<file path="src/rtl/uart_rx_peripheral.sv">
// uart_rx_peripheral: memory-mapped 16x-oversampling UART receiver.
// Deframes 8-bit characters from rx into a receive FIFO. Exposes RXDATA,
// STATUS and BAUD_DIV through the slave's peripheral read/write port.
// Optional feature macro: UART_RX_PARITY_EN (8E1 frames with even-parity
// check). Without it, frames are 8N1 and STATUS[4] reads 0.
module uart_rx_peripheral #(
  parameter int DATA_WIDTH  = 32,
  parameter int ADDR_WIDTH  = 32,
  parameter int FIFO_DEPTH  = 8,
  parameter int DEFAULT_DIV = 26
) (
  input  logic                  clk,
  input  logic                  rst,
  input  logic                  mem_write,
  input  logic [3:0]            byte_en,
  input  logic [ADDR_WIDTH-1:0] write_addr,
  input  logic [DATA_WIDTH-1:0] write_data,
  input  logic                  read_en,
  input  logic [ADDR_WIDTH-1:0] read_addr,
  output logic [DATA_WIDTH-1:0] read_data,
  output logic                  data_valid,
  input  logic                  rx,
  output logic                  irq
);

  localparam int AW = $clog2(FIFO_DEPTH);
  localparam int CW = AW + 1;
  localparam logic [CW-1:0] FULL_CNT = CW'(FIFO_DEPTH);

  localparam logic [2:0] S_IDLE   = 3'd0;
  localparam logic [2:0] S_START  = 3'd1;
  localparam logic [2:0] S_DATA   = 3'd2;
`ifdef UART_RX_PARITY_EN
  localparam logic [2:0] S_PARITY = 3'd3;
`endif
  localparam logic [2:0] S_STOP   = 3'd4;
  localparam logic [2:0] S_WAIT   = 3'd5;

  // Address bits outside [3:2] and byte lanes 2-3 carry no meaning here.
  logic unused_bits;
  assign unused_bits = ^{write_addr[ADDR_WIDTH-1:4], write_addr[1:0],
                         read_addr[ADDR_WIDTH-1:4], read_addr[1:0],
                         write_data[DATA_WIDTH-1:16], byte_en[3:2]};

  // ---------------- register write decode ----------------
  logic        baud_wr, status_clr;
  logic [15:0] baud_div, new_div;

  assign baud_wr    = mem_write && (write_addr[3:2] == 2'd2) && (|byte_en[1:0]);
  assign status_clr = mem_write && (write_addr[3:2] == 2'd1) && byte_en[0];
  assign new_div    = {byte_en[1] ? write_data[15:8] : baud_div[15:8],
                       byte_en[0] ? write_data[7:0]  : baud_div[7:0]};

  // BAUD_DIV register, byte lanes 0-1 only
  always_ff @(posedge clk or posedge rst) begin
    if (rst)          baud_div <= 16'(DEFAULT_DIV);
    else if (baud_wr) baud_div <= new_div;
  end

  // ---------------- rx synchronizer ----------------
  logic rx_meta, rx_sync;

  // Two-flop synchronizer; idle-high so reset to 1
  always_ff @(posedge clk or posedge rst) begin
    if (rst) begin
      rx_meta <= 1'b1;
      rx_sync <= 1'b1;
    end else begin
      rx_meta <= rx;
      rx_sync <= rx_meta;
    end
  end

  // ---------------- oversample tick generator ----------------
  logic [2:0]  state;
  logic [15:0] div_cnt;
  logic        tick, start_det;

  assign tick      = (div_cnt == 16'd0);
  assign start_det = (state == S_IDLE) && !rx_sync;

  // Down-counter: tick at zero, reload BAUD_DIV. Re-phased on a start edge
  // so sample points sit a fixed distance from the edge.
  always_ff @(posedge clk or posedge rst) begin
    if (rst)                   div_cnt <= 16'(DEFAULT_DIV);
    else if (baud_wr)          div_cnt <= new_div;
    else if (start_det || tick) div_cnt <= baud_div;
    else                       div_cnt <= div_cnt - 16'd1;
  end

  // ---------------- receive FSM ----------------
  logic [3:0] os_cnt;
  logic [2:0] bit_cnt;
  logic [7:0] shreg;
  logic       stop_smp, rx_push, frame_set, par_set;

  assign stop_smp  = (state == S_STOP) && tick && (os_cnt == 4'd15);
  assign frame_set = stop_smp && !rx_sync;

`ifdef UART_RX_PARITY_EN
  logic par_bad;
  assign par_set = (state == S_PARITY) && tick && (os_cnt == 4'd15) &&
                   (rx_sync != ^shreg);
  assign rx_push = stop_smp && rx_sync && !par_bad;
`else
  assign par_set = 1'b0;
  assign rx_push = stop_smp && rx_sync;
`endif

  // Frame deserializer: start validation, 8 data bits LSB first, [parity], stop
  always_ff @(posedge clk or posedge rst) begin
    if (rst) begin
      state   <= S_IDLE;
      os_cnt  <= '0;
      bit_cnt <= '0;
      shreg   <= '0;
`ifdef UART_RX_PARITY_EN
      par_bad <= 1'b0;
`endif
    end else begin
      case (state)
        S_IDLE: if (!rx_sync) begin
          state  <= S_START;
          os_cnt <= '0;
        end
        S_START: if (tick) begin
          if (os_cnt == 4'd7) begin
            state   <= rx_sync ? S_IDLE : S_DATA;
            os_cnt  <= '0;
            bit_cnt <= '0;
`ifdef UART_RX_PARITY_EN
            par_bad <= 1'b0;
`endif
          end else begin
            os_cnt <= os_cnt + 4'd1;
          end
        end
        S_DATA: if (tick) begin
          os_cnt <= os_cnt + 4'd1;
          if (os_cnt == 4'd15) begin
            shreg   <= {rx_sync, shreg[7:1]};
            bit_cnt <= bit_cnt + 3'd1;
`ifdef UART_RX_PARITY_EN
            if (bit_cnt == 3'd7) state <= S_PARITY;
`else
            if (bit_cnt == 3'd7) state <= S_STOP;
`endif
          end
        end
`ifdef UART_RX_PARITY_EN
        S_PARITY: if (tick) begin
          os_cnt <= os_cnt + 4'd1;
          if (os_cnt == 4'd15) begin
            par_bad <= (rx_sync != ^shreg);
            state   <= S_STOP;
          end
        end
`endif
        S_STOP: if (tick) begin
          os_cnt <= os_cnt + 4'd1;
          if (os_cnt == 4'd15) state <= rx_sync ? S_IDLE : S_WAIT;
        end
        // Broken stop bit: hold off until the line returns idle
        S_WAIT: if (rx_sync) state <= S_IDLE;
        default: state <= S_IDLE;
      endcase
    end
  end

  // ---------------- receive FIFO ----------------
  logic [7:0]    mem [FIFO_DEPTH];
  logic [AW-1:0] wr_ptr, rd_ptr;
  logic [CW-1:0] count;
  logic          pop, do_push, ovr_set, full, not_empty;

  assign not_empty = (count != '0);
  assign full      = (count == FULL_CNT);
  assign pop       = read_en && (read_addr[3:2] == 2'd0) && not_empty;
  // A pop in the same cycle frees the slot, so a full FIFO still accepts.
  assign do_push   = rx_push && (!full || pop);
  assign ovr_set   = rx_push && full && !pop;

  // FIFO storage
  always_ff @(posedge clk) begin
    if (do_push) mem[wr_ptr] <= shreg;
  end

  // FIFO pointers and occupancy
  always_ff @(posedge clk or posedge rst) begin
    if (rst) begin
      wr_ptr <= '0;
      rd_ptr <= '0;
      count  <= '0;
    end else begin
      if (do_push) wr_ptr <= wr_ptr + 1'b1;
      if (pop)     rd_ptr <= rd_ptr + 1'b1;
      case ({do_push, pop})
        2'b10:   count <= count + 1'b1;
        2'b01:   count <= count - 1'b1;
        default: count <= count;
      endcase
    end
  end

  // ---------------- sticky status flags ----------------
  logic overrun, frame_err, parity_err;

  // Sticky error flags; a set in the same cycle beats a W1C clear
  always_ff @(posedge clk or posedge rst) begin
    if (rst) begin
      overrun   <= 1'b0;
      frame_err <= 1'b0;
    end else begin
      overrun   <= ovr_set   | (overrun   & ~(status_clr & write_data[2]));
      frame_err <= frame_set | (frame_err & ~(status_clr & write_data[3]));
    end
  end

`ifdef UART_RX_PARITY_EN
  // Parity error flag, same set-wins W1C behaviour
  always_ff @(posedge clk or posedge rst) begin
    if (rst) parity_err <= 1'b0;
    else     parity_err <= par_set | (parity_err & ~(status_clr & write_data[4]));
  end
`else
  logic unused_par;
  assign unused_par = par_set;
  assign parity_err = 1'b0;
`endif

  assign irq = not_empty | overrun | frame_err | parity_err;

  // ---------------- read path ----------------
  logic [DATA_WIDTH-1:0] status_w, rd_mux;

  // Read mux; RXDATA reads 0 when the FIFO is empty
  always_comb begin
    status_w          = '0;
    status_w[0]       = not_empty;
    status_w[1]       = full;
    status_w[2]       = overrun;
    status_w[3]       = frame_err;
    status_w[4]       = parity_err;
    status_w[8 +: CW] = count;
    rd_mux            = '0;
    case (read_addr[3:2])
      2'd0:    if (not_empty) rd_mux[7:0] = mem[rd_ptr];
      2'd1:    rd_mux = status_w;
      2'd2:    rd_mux[15:0] = baud_div;
      default: rd_mux = '0;
    endcase
  end

  // Registered read data with one-cycle valid strobe
  always_ff @(posedge clk or posedge rst) begin
    if (rst) begin
      read_data  <= '0;
      data_valid <= 1'b0;
    end else begin
      data_valid <= read_en;
      if (read_en) read_data <= rd_mux;
    end
  end

endmodule

</file>
<file path="config.mk">
export PLATFORM = sky130hd
export DESIGN_NAME = uart_rx_peripheral
export DESIGN_NICKNAME = d
export VERILOG_FILES = /design/src/rtl/uart_rx_peripheral.sv
export SDC_FILE = /design/constraint.sdc
export NUM_CORES = 1
export LEC_CHECK = 0
export ABC_AREA = 1
export ABC_CLOCK_PERIOD_IN_PS = 2700
export CORE_ASPECT_RATIO = 0.9
export CORE_MARGIN = 3
export CORE_UTILIZATION = 47
export CTS_BUF_LIST = sky130_fd_sc_hd__clkbuf_8 sky130_fd_sc_hd__clkbuf_16
export DETAILED_ROUTE_END_ITERATION = 10
export PLACE_DENSITY = 0.84
export SETUP_SLACK_MARGIN = 0.05
export SLEW_MARGIN = 0
export SYNTH_ARGS = -nofsm -noshare
export SYNTH_HDL_FRONTEND = slang
export SYNTH_SLANG_ARGS = --single-unit
</file>
<file path="constraint.sdc">
create_clock -name clk -period 2.7 [get_ports clk]
set_input_delay 0.675 -clock clk [delete_from_list [all_inputs] [get_ports clk]]
set_output_delay 0.675 -clock clk [all_outputs]
set_load 0.005 [all_outputs]
</file>
==> impl_metrics.tcl <==
set metrics [dict create \
    die_area_mm2 0.0162 \
    leakage_nw 3.67 \
    clock_skew_ns 0.00881 \
    cp-end-kind "primary output" \
    switching_share_pct 31.9 \
    overflow 0 \
    totalWireLength_mm 15.2 \
    yosysSeqAreaShare_pct 57.3 \
    critPathKind "flop to primary output" \
    insertedDiodeCount 0 \
    ys_types 40 \
    port_buffers 44 \
    finalSetupViolCount 0 \
    period_share_pct 95.2 \
    hold_path.class "flop to flop" \
    clk_pin_slew_ns 0.06 \
    io_pins 139 \
    dp_hpwl_mm 10.2 \
    period_needed_ns 2.57 \
    max_freq_mhz 389 \
    drv_slew 0 \
    area_delta_synth_final_pct 19.9 \
    timing.reg2reg.worst_path_depth 9 \
    cts_hold_buf 0 \
    pwr-share-clk_pct 33.6 \
    required_ns 2.03 \
    async_reset_ff_share_pct 55.9 \
    die_w_um 134 \
    track_usage_pct 19.7 \
    antenna_found_initial 0 \
    core_mm2 0.0142 \
    grt_setup_unrepaired "no" \
    internal-power_mw 4.60 \
    grt_max_degree 53 \
    pwr-share-comb_pct 25.5 \
    status "finished clean" \
    ys_ff_latch 145 \
    worst_slew_pin_slew_ns 0.855 \
    grt_pass1_wl_mm 25.0 \
    vias 5306 \
    nets 901 \
    clkLatencyLatePin_ns 0.43 \
    die_h_um 121 \
    drtPass1Iterations 5 \
    wl_per_cell_um 15.4 \
    numCtsBuffers 17 \
    syn_inst 715 \
    layout-drive-gt1-share_pct 13.8 \
    fin_cells 991 \
    first_global_vias 5031 \
    clkSinkCount 145 \
    drv_cap 0 \
    root_buffer "clkbuf_16" \
    hold_viol 0 \
    dp.cells 958 \
    dr.first_iter.drc_count 426 \
    start_kind "flop" \
    drt-vias-per-instance 5.35 \
    p_sw_mw 2.15 \
    ant_nets 0 \
    synthesis.area_mm2 0.00691 \
    synth_warnings 0 \
    seqPwrFrac_pct 40.9 \
    initial_core_util_pct 48.6 \
    vdd_drop_max_uv 569 \
    total_power_mw 6.76 \
    cts_tree "built" \
    synthFlopType "dfrtp_1" \
    gp_congestion 0.834 \
    cp.arrival_ns 1.89 \
    relSlewSlack_pct 43.0 \
    drcViolationCount 0 \
    ctsHtreeMaxLevel 4 \
    worstPathMaxFanout 5 \
    p_per_area_mw_per_mm2 816 \
    tns_ns 0 \
    clockBufferDepth 2 \
    rows 41 \
    avgSynthCellArea_um2 9.66 \
    holdPathStages 0 \
    synth-edff-count 64 \
]
## sequential cells by signal, indices dropped and copies added (netlist names)
name	cells
state	3
data_valid	1
div_cnt	16
rd_ptr	3
bit_cnt	3
read_data	16
wr_ptr	3
count	4
rx_sync	1
mem	64
rx_meta	1
overrun	1
shreg	8
os_cnt	4
frame_err	1
baud_div	16
## kinds of logic (layout without fill, tap and decap cells)
kind of cell | after synthesis | after routing | share of synthesized area (%)
xor+xnor | 13 | 13 | 1.65
mux | 7 | 7 | 1.14
other cells | 1 | 16 | 0.0543
fa+ha+maj | 11 | 11 | 1.99
flops | 145 | 145 | 57.3
compound gates | 161 | 161 | 13.4
simple gates | 270 | 270 | 17.7
buf+inv | 107 | 175 | 6.75
## layout by cell type (no fill, tap or decap), types with 12 or more instances in the layout
cell type        instances
clkbuf_16               17
o21ai_0                 99
clkdlybuf4s50_1         44
o211ai_1                12
a21oi_1                 17
nand2_1                139
buf_4                   29
conb_1                  16
inv_1                   66
dfrtp_1                 72
edfxtp_1                64
nor2_1                  57
nand3_1                 32
## layer usage
layer	GRT usage, %	wire length, µm	up-vias
li1	-	-	2540
met2	32.0	7230	204
met5	0	0	-
met3	5.27	1060	22
met4	7.52	318	0
met1	25.6	6600	2540
## worst max-delay path, stage by stage, from the launching register on
cell and delay (ns):
dfrtp_2 0.45, nor3_4 0.22, inv_2 0.08, nor2_4 0.12, nand3_1 0.13, clkdlybuf4s50_1 0.48
## cells in the mapped netlist, types with 4 or more instances
master    number  area [µm²]
nand2_1      139         522
o21ai_0       99         495
dfrtp_1       73        1830
edfxtp_1      64        1920
inv_1         63         236
nor2_1        57         214
nand3_1       32         160
clkbuf_1      19        71.3
a21oi_1       17        85.1
buf_4         16         120
o211ai_1      12        90.1
ha_1          11         138
nor3_1        10        50.1
xor2_1        10        87.6
o22ai_1        9        56.3
dfstp_2        8         210
nor2_2         8        50.1
mux2_2         7        78.8
o221ai_1       7        61.3
inv_2          5        18.8
nand2_2        5        31.3
nand4_1        5        31.3
o31ai_1        5        37.5
buf_2          4        20.0
nand2_4        4        45.0
nor2_4         4        45.0
o21ai_1        4        20.0
## timing repair
action	in CTS	in global routing
pin swaps	1	1
setup endpoints to repair	1	1
buffers inserted	1	0
gates resized for setup	0	2
## final cells by class
cell class                      instances  area [µm²]
Clock buffer                           19         453
Clock inverter                         13         124
Fill cell                            1135        5930
Inverter                               68         259
Multi-Input combinational cell        478        2550
Sequential cell                       145        3960
Tap cell                              193         241
Timing Repair Buffer                   75         698
## power groups by stage
stage / clock network (mW) / logic [mW] / registers (mW)
3_3_place_gp: 0 / 1.60 / 2.78
5_1_grt: 2.39 / 1.93 / 2.80
6_report: 2.27 / 1.72 / 2.76
3_5_place_dp: 0 / 1.66 / 2.79
2_1_floorplan: 0 / 1.17 / 2.75
4_1_cts: 2.29 / 1.70 / 2.75
## worst paths after layout
kind / start / endpoint / slack, ns
max reg2reg: state[0] / div_cnt[4] / 0.32
max in group asynchronous: rst / rx_meta / 1.64
min reg2reg: rx_meta / rx_sync / 0.35
max: count[2] / irq / 0.13
min: rx_meta / rx_sync / 0.35
min in group asynchronous: rst / rd_ptr[2] / 0.51
## through the flow
stage / hold WS (ns) / setup WS (ns) / cell area (µm²) / utilization, %
after floorplan: 0.345 / 0.114 / 6970 / -
after CTS: 0.355 / 0.0879 / 8280 / 58.2
after global placement: 0.346 / -0.0429 / 7690 / 54.1
after detailed placement: 0.347 / -0.0406 / 7690 / 54.1
final: 0.355 / 0.131 / 8280 / 58.3
after global routing: 0.358 / 0.0588 / 8280 / 58.3
No activity file was read; power rests on OpenSTA's default activity.
